==> src/rtl/rf_exec_sequencer.sv <==
// Multi-cycle execute/control stage for the 8x8 register file: accepts one
// instruction per handshake and sequences register read -> ALU -> writeback.
module rf_exec_sequencer #(
  parameter int DATA_W = 8,
  parameter int ADDR_W = 3,
  parameter int IMM_W  = 4
) (
  input  logic                          clk,
  input  logic                          rst,
  input  logic                          instr_valid,
  output logic                          instr_ready,
  input  logic [3+3*ADDR_W+IMM_W-1:0]   instr,
  output logic [ADDR_W-1:0]             rf_read_port_1,
  output logic [ADDR_W-1:0]             rf_read_port_2,
  input  logic [DATA_W-1:0]             rf_read_data_1,
  input  logic [DATA_W-1:0]             rf_read_data_2,
  output logic [ADDR_W-1:0]             rf_write_port,
  output logic [DATA_W-1:0]             rf_write_data,
  output logic                          rf_write_enable,
  output logic                          busy,
  output logic                          done,
  output logic                          zero_flag,
  output logic                          carry_flag
);

  localparam int INSTR_W = 3 + 3*ADDR_W + IMM_W;
  localparam int SUM_W   = DATA_W + 1;

  typedef enum logic [1:0] {S_IDLE, S_READ, S_EXEC, S_WRITE} state_e;
  typedef enum logic [2:0] {
    OP_ADD  = 3'd0,
    OP_SUB  = 3'd1,
    OP_AND  = 3'd2,
    OP_OR   = 3'd3,
    OP_XOR  = 3'd4,
    OP_ADDI = 3'd5,
    OP_SHL  = 3'd6,
    OP_NOP  = 3'd7
  } op_e;

  state_e            state;
  op_e               op_q;
  logic [IMM_W-1:0]  imm_q;
  logic [DATA_W-1:0] result_q;

  logic [2:0]        instr_op;
  logic [ADDR_W-1:0] instr_rd, instr_rs1, instr_rs2;
  logic [IMM_W-1:0]  instr_imm;

  assign instr_op  = instr[INSTR_W-1 -: 3];
  assign instr_rd  = instr[IMM_W+3*ADDR_W-1 -: ADDR_W];
  assign instr_rs1 = instr[IMM_W+2*ADDR_W-1 -: ADDR_W];
  assign instr_rs2 = instr[IMM_W+ADDR_W-1 -: ADDR_W];
  assign instr_imm = instr[IMM_W-1:0];

  assign rf_write_data = result_q;

  logic [SUM_W-1:0]  sum;
  logic [DATA_W-1:0] alu_res;
  logic              alu_carry;

  // Arithmetic is done one bit wider so the top bit is carry (ADD) or borrow (SUB).
  always_comb begin
    sum       = '0;
    alu_res   = '0;
    alu_carry = 1'b0;
    case (op_q)
      OP_ADD: begin
        sum       = SUM_W'(rf_read_data_1) + SUM_W'(rf_read_data_2);
        alu_res   = sum[DATA_W-1:0];
        alu_carry = sum[DATA_W];
      end
      OP_SUB: begin
        sum       = SUM_W'(rf_read_data_1) - SUM_W'(rf_read_data_2);
        alu_res   = sum[DATA_W-1:0];
        alu_carry = sum[DATA_W];
      end
      OP_AND: alu_res = rf_read_data_1 & rf_read_data_2;
      OP_OR:  alu_res = rf_read_data_1 | rf_read_data_2;
      OP_XOR: alu_res = rf_read_data_1 ^ rf_read_data_2;
      OP_ADDI: begin
        sum       = SUM_W'(rf_read_data_1) + SUM_W'(imm_q);
        alu_res   = sum[DATA_W-1:0];
        alu_carry = sum[DATA_W];
      end
      OP_SHL: alu_res = rf_read_data_1 << rf_read_data_2[2:0];
      default: ;
    endcase
  end

  always_ff @(posedge clk or posedge rst) begin
    if (rst) begin
      state           <= S_IDLE;
      op_q            <= OP_ADD;
      imm_q           <= '0;
      result_q        <= '0;
      rf_read_port_1  <= '0;
      rf_read_port_2  <= '0;
      rf_write_port   <= '0;
      rf_write_enable <= 1'b0;
      instr_ready     <= 1'b1;
      busy            <= 1'b0;
      done            <= 1'b0;
      zero_flag       <= 1'b0;
      carry_flag      <= 1'b0;
    end else begin
      done <= 1'b0;
      case (state)
        S_IDLE: begin
          if (instr_valid) begin
            op_q           <= op_e'(instr_op);
            imm_q          <= instr_imm;
            rf_read_port_1 <= instr_rs1;
            rf_read_port_2 <= instr_rs2;
            rf_write_port  <= instr_rd;
            instr_ready    <= 1'b0;
            busy           <= 1'b1;
            state          <= S_READ;
          end
        end
        S_READ: state <= S_EXEC;
        S_EXEC: begin
          if (op_q == OP_NOP) begin
            busy        <= 1'b0;
            done        <= 1'b1;
            instr_ready <= 1'b1;
            state       <= S_IDLE;
          end else begin
            result_q        <= alu_res;
            zero_flag       <= (alu_res == '0);
            carry_flag      <= alu_carry;
            rf_write_enable <= 1'b1;
            state           <= S_WRITE;
          end
        end
        S_WRITE: begin
          rf_write_enable <= 1'b0;
          busy            <= 1'b0;
          done            <= 1'b1;
          instr_ready     <= 1'b1;
          state           <= S_IDLE;
        end
        default: state <= S_IDLE;
      endcase
    end
  end

endmodule

==> config.mk <==
export PLATFORM = sky130hd
export DESIGN_NAME = rf_exec_sequencer
export DESIGN_NICKNAME = d
export VERILOG_FILES = /design/src/rtl/rf_exec_sequencer.sv
export SDC_FILE = /design/constraint.sdc
export NUM_CORES = 1
export LEC_CHECK = 0
export CORE_UTILIZATION = 30
export CTS_CLUSTER_SIZE = 10
export DETAILED_ROUTE_END_ITERATION = 6
export GPL_TIMING_DRIVEN = 0
export SLEW_MARGIN = 30
export SYNTH_ARGS = -nofsm -noshare
export SYNTH_HDL_FRONTEND = slang
export SYNTH_SLANG_ARGS = --single-unit
==> constraint.sdc <==
create_clock -name clk -period 2.8 [get_ports clk]
set_input_delay 0.84 -clock clk [delete_from_list [all_inputs] [get_ports clk]]
set_output_delay 0.84 -clock clk [all_outputs]
set_load 0.05 [all_outputs]
==> results by group, run 1 <==
STA
  – Pins over their slew limit: 0
  – Final hold slack: 483 ps
  – Final Cycle Share: 97.3%
  – RSZ-0062 raised after global routing: yes
  – Peak Freq: 367 MHz
  – Fin. Hold Viols: 0
  – Worst Tran Pin Value: 649 ps
  – Clock Skew: 3.14 ps
  – Fin crit period: 2730 ps
  – Slew HR: 56.7%
  – Worst setup margin: 74.5 ps
  – Finish-stage setup viols: 0

Pwr
  – Psw: 1.91 mW
  – Switch share: 49.3%
  – Clock network power share: 9.3%
  – Sequential share of power: 21.8%
  – Combinational power share: 68.9%
  – Pwr Density: 1010 nW/um^2
  – Maximum vdd drop: 0.000350 V
  – Lkg Pwr: 1.67 nW
  – Internal Pwr Total: 1.96 mW

CTS
  – Worst-skew pair later-pin latency: 280 ps
  – CTS sink count: 32
  – TritonCTS buffer count: 5
  – Root Buffer: clkbuf_8
  – Hold_buf cts: 0
  – CTS clock-pin slew for the worst setup and hold paths: 60 ps
  – Clock tree buffer depth: 2
  – Htree depth: 2
  – CTS tree: yes

Logic synthesis
  – Flops & latches, synth: 32
  – Top_reg_cell synth: dfrtp_1
  – Post-synthesis instance total: 298
  – Syn_nets: 366
  – Asr flop ratio synth: 100%
  – Synth area leaders: dfrtp_1, ha_1, mux2_2
  – Cell taking the most area after synthesis: dfrtp_1
  – Share of the synthesized area in the top cell type: 27.3%
  – Synthesized area: 2840 sq um
  – Synth unique cells: 61
  – Post-synth EDFFs: 0
  – Register area share after synthesis: 28.3%
  – Syn_area_per_cell: 9.52 sq um
  – Ys Warns: 0

Floorplanning
  – Die width: 99.3 microns
  – IO Pins: 58
  – Initial Util: 30.9%
  – Area of the die: 9850 sq um
  – Die Y: 99.3 microns
  – Placeable Area: 9200 sq um
  – Row Count: 35

GRT
  – Overall global routing resource usage: 16.8%
  – GR Util met2: 27.5%
  – Gr ovfl total: 0
  – Vias in the first global route: 2529
  – Initial antenna violation count: 0
  – Largest net degree at the start of global routing: 33
  – GRT Max-Usage Layer: met2
  – M1 GR Usage: 23.6%
  – First-pass GRT wire length: 13.1 mm
  – Met3 Track Usage GR: 2.46%

Critical path
  – CP Launch Type: input port
  – WP data required: 2970 ps
  – Cell chain of the critical path: buf_2 -> buf_6 -> clkinvlp_4 -> ha_1 -> a21o_1 -> and4_2 -> nor2_1 -> a32oi_1 -> xnor2_1 -> a211oi_2 -> a32o_2
  – Worst path slowest cell: ha_1
  – Worst Path Max Fanout: 4
  – Max incr delay on CP: 320 ps
  – Kind of end point of the critical path: register
  – Worst path arrival time: 2890 ps
  – Crit Path Category: in2reg

Place
  – DP Worst Slack: -1070 ps
  – HPWL Detailed: 6.17 mm
  – Port Buffer Count: 57
  – Placer Congestion: 0.865

Cells and area
  – FF+latch area: 802 sq um
  – Synth-to-Final Area Change: 34.8%
  – Multi-input logic area: 1980 sq um
  – Ant. Diodes: 0
  – Layout cells sized above 1: 26.3%
  – Nets: 436
  – # fillers: 931

Detailed routing
  – Vias per Instance: 5.26
  – Vias: 2524
  – First-pass DRT Iterations: 7
  – WL/cell: 16.8 microns
  – Initial DRC Count: 209
  – Total Wirelength: 8.06 mm
  – Final ANT Viol Nets: 0
  – Drc violations: 0

Outcome
  – Status: finished clean

Flow run
  – MaxCap Viol Count: 0

Min path
  – Worst min path class: reg2reg
[cells in the mapped netlist (3+ instances only)]
cell and n:
dfrtp_1 31, ha_1 30, inv_1 25, mux2_2 21, a21oi_1 20, nor2_1 16
nand2_1 13, a22oi_1 9, o21ai_0 9, o22ai_1 8, xnor2_1 8, a21o_1 6
buf_6 6, nand3_1 6, nor2b_1 6, buf_2 5, clkbuf_1 5, mux2i_1 5
xor2_1 5, o21bai_1 4, a221oi_1 3, a22o_1 3, a31oi_1 3, and3_1 3
fa_1 3, nand2b_1 3, nor3_1 3, o211ai_1 3
[worst max-delay path: cells and delay by family]
family / cells / cell delay, ps
AO/OA/AOI/OAI: 4 / 700
AND/OR/NAND/NOR: 2 / 400
buffers and inverters: 3 / 380
adder cells (fa/ha/maj): 1 / 320
XOR/XNOR: 1 / 260
[power groups by stage]
stage	Combinational (mW)	Clock, mW	Sequential [mW]
finish	2.67	0.358	0.844
global route	2.85	0.396	0.880
CTS	2.61	0.371	0.846
detailed placement	2.55	0	0.852
global placement	2.52	0	0.849
floorplan	1.21	0	1.39
[cells by family after synthesis]
logic type	count (synthesis)	synth area share [%]
adders and majority gates	33	15.3
DFF	32	28.3
AOI/OAI and AO/OA	88	21.9
xor gates and xnor gates	13	4.01
and+or+nand+nor	61	11.0
buffers and inverters	42	7.36
muxes	29	12.1
[stage by stage]
stage | power [mW] | TNS [ps] | cell area, sq um | instances | util (%)
finish | 3.87 | 0 | 3820 | 480 | 41.6
global route | 4.13 | -35.0 | 3820 | 480 | 41.6
CTS | 3.83 | 0 | 3760 | 479 | 40.9
detailed placement | 3.40 | -7010 | 3550 | 466 | 38.6
global placement | 3.37 | -6750 | 3550 | 466 | 38.6
floorplan | 2.60 | 0 | 2840 | 298 | -
[registers in the layout (all words and copies together) (netlist names)]
signal,cells
rf_write_data,8
rf_write_enable,1
rf_write_port,3
done,1
rf_read_port_2,3
op_q,3
busy,1
instr_ready,1
carry_flag,1
rf_read_port_1,3
imm_q,4
state,2
zero_flag,1
[layout make-up]
cell class	instances	area share, %
multi-input combinational	224	51.8
sequential	32	21.0
timing repair buffer	64	15.6
tap	111	3.63
buffer	15	2.94
inverter	26	2.78
clock buffer	8	2.36
[cell usage in the layout (no fill, tap or decap), types with 3 or more instances in the layout]
master and instances:
nand2b_1 3, a22o_1 3, clkbuf_8 6, a21o_1 6, buf_2 6, nand2_1 13, and3_1 3, ha_4 4
xnor2_1 8, inv_1 19, o21ai_0 8, a22oi_1 9, a31oi_1 3, a21oi_1 16, ha_1 24, dfrtp_1 31
a21oi_2 3, inv_2 5, dlygate4sd2_1 4, fa_2 3, o211ai_1 3, mux2_2 21, nor2_1 16, mux2i_1 5
buf_6 9, clkbuf_1 7, o22ai_1 7, xor2_1 5, nor2b_1 6, buf_4 10, nand3_1 5, clkdlybuf4s50_1 44
[repair_timing]
item,4_1_cts,5_1_grt
setup endpoints to repair,9,3
setup buffers,5,2
gates resized for setup,75,15
endpoints found under the hold margin,0,0
pin swaps,11,9
[routing by layer]
layer  up-vias  wire (microns)
met5         -               0
met4         0              77
met3         9             367
met2        74            3900
met1      1219            3710
li1       1222               -
[worst paths after layout]
| check | slack, ps | cells after the start | end | from |
|---|---|---|---|---|
| setup / recovery | 70 | 11 | zero_flag | rf_read_data_2[1] |
| hold / removal | 480 | 2 | rf_write_data[5] | rf_write_data[5] |
| setup reg to reg | 410 | 8 | zero_flag | op_q[1] |
| hold reg to reg | 480 | 2 | rf_write_data[5] | rf_write_data[5] |
| max in group asynchronous | 1410 | 2 | imm_q[3] | rst |
| min in group asynchronous | 970 | 2 | rf_write_port[1] | rst |
(Power assumes the default switching activity.)
==> run 2, diff against run 1 <==
SKIP_CTS_REPAIR_TIMING = 1   (was default)
==> results by group, run 2 (synthesized netlist as in run 1, its figures left out) <==
STA
  – Slew HR: 57.2%
  – Peak Freq: 355 MHz
  – Worst setup margin: -19.1 ps
  – Fin. Hold Viols: 0
  – Pins over their slew limit: 0
  – Fin crit period: 2820 ps
  – Worst Tran Pin Value: 641 ps
  – RSZ-0062 raised after global routing: yes
  – Final Cycle Share: 101%
  – Finish-stage setup viols: 1
  – Clock Skew: 2.95 ps

CTS
  – Clock tree buffer depth: 2
  – Root Buffer: clkbuf_8
  – CTS clock-pin slew for the worst setup and hold paths: 60 ps
  – CTS tree: yes
  – CTS sink count: 32
  – Htree depth: 2
  – TritonCTS buffer count: 5
  – Worst-skew pair later-pin latency: 280 ps

Floorplanning
  – Initial Util: 30.9%
  – Die width: 99.3 microns
  – Area of the die: 9850 sq um
  – Row Count: 35
  – IO Pins: 58
  – Die Y: 99.3 microns
  – Placeable Area: 9200 sq um

Detailed routing
  – Vias per Instance: 5.31
  – Initial DRC Count: 144
  – Total Wirelength: 8.15 mm
  – WL/cell: 16.9 microns
  – Drc violations: 0
  – Vias: 2565
  – First-pass DRT Iterations: 5
  – Final ANT Viol Nets: 0

Cells and area
  – Most common cell after layout, fill and taps aside: clkdlybuf4s50_1
  – Commonest non-fill, non-tap cells in the layout: clkdlybuf4s50_1, dfrtp_1, ha_1
  – Layout Cells excl Fill: 483
  – Synth-to-Final Area Change: 35.8%
  – Nets: 439
  – # fillers: 925
  – Ant. Diodes: 0
  – Flip-flop count of the largest register after layout: 8
  – Layout cells sized above 1: 25.3%

Critical path
  – Worst path slowest cell: a221o_1
  – Cell chain of the critical path: buf_8 -> ha_4 -> fa_2 -> a21o_1 -> a221o_1 -> o221ai_2 -> xor2_1 -> o211ai_1 -> buf_4 -> mux2_2
  – CP Launch Type: input port
  – Reg2reg start: op_q[1]
  – Worst path arrival time: 2990 ps
  – WP data required: 2970 ps
  – Kind of end point of the critical path: register
  – Worst R2R Path Depth: 8
  – Crit Path Category: in2reg
  – Max incr delay on CP: 390 ps
  – Critical Path Source: rf_read_data_1[0]
  – Worst Path Max Fanout: 4

Outcome
  – Failing checks: negative setup slack
  – Status: finished with violations

Place
  – Port Buffer Count: 57
  – Placer Congestion: 0.865
  – HPWL Detailed: 6.17 mm
  – Placed Cells: 466

Min path
  – Hold_sp: rf_write_data[5]
  – Hold depth: 2
  – Worst min path class: reg2reg

Pwr
  – Lkg Pwr: 1.72 nW
  – Maximum vdd drop: 0.000350 V
  – Tot Pwr: 3.87 mW
  – Pwr Density: 1000 nW/um^2

Flow run
  – MaxCap Viol Count: 0

GRT
  – Initial antenna violation count: 0
  – Largest net degree at the start of global routing: 33
  – Gr ovfl total: 0
  – First-pass GRT wire length: 12.9 mm
  – Overall global routing resource usage: 16.5%
  – Vias in the first global route: 2451
==> run 2: changes by cell type in the layout (fill, tap and decap cells not counted), sizes merged <==
cell	delta
clkbuf	+3
dlygate4sd2	-4
dlymetal6s2s	+4
==> run 2: worst paths after layout <==
kind / endpoint / slack, ps
min reg2reg: rf_write_data[5] / 480
min in group asynchronous: rf_write_port[1] / 970
max reg2reg: zero_flag / 400
max: rf_write_data[6] / -20
min: rf_write_data[5] / 480
max in group asynchronous: imm_q[3] / 1420
==> run 2: final cells by class <==
cell class	count	area (sq um)	share of cell area [%]
inverter	26	106	2.76
sequential	32	802	20.8
buffer	16	128	3.31
tap	111	139	3.61
clock buffer	8	90.1	2.34
multi-input combinational	224	1950	50.7
timing repair buffer	66	633	16.4
==> run 2: critical path: cells and delay by family <==
family | cells | cell delay, ps
compound gates | 4 | 930
mux | 1 | 250
buf+inv | 2 | 270
fa+ha+maj | 2 | 500
xor+xnor | 1 | 180
==> run 2: layer usage <==
layer	GRT usage (%)	vias to the layer above	wire, microns
li1	-	1226	-
met1	23.3	1247	3780
met2	26.8	85	3890
met3	2.81	7	417
met4	3.17	0	58
met5	0	-	0
==> run 2: report_power, final <==
part           switching (mW)  leakage, nW  internal, mW
registers               0.143        0.384         0.700
clock network           0.159       0.0455         0.200
logic                    1.61         1.29          1.05
total                    1.91         1.72          1.95
==> run 2: through the flow <==
step / instance area (sq um) / setup slack [ps] / utilization [%] / TNS (ps) / hold slack (ps)
after floorplan: 2840 / 8.16 / - / 0 / 485
after global placement: 3550 / -1020 / 38.6 / -6750 / 466
after detailed placement: 3550 / -1070 / 38.6 / -7010 / 475
after CTS: 3640 / -780 / 39.6 / -4280 / 490
after global routing: 3850 / -98.0 / 41.9 / -192 / 522
final: 3850 / -19.1 / 41.9 / -19.1 / 483
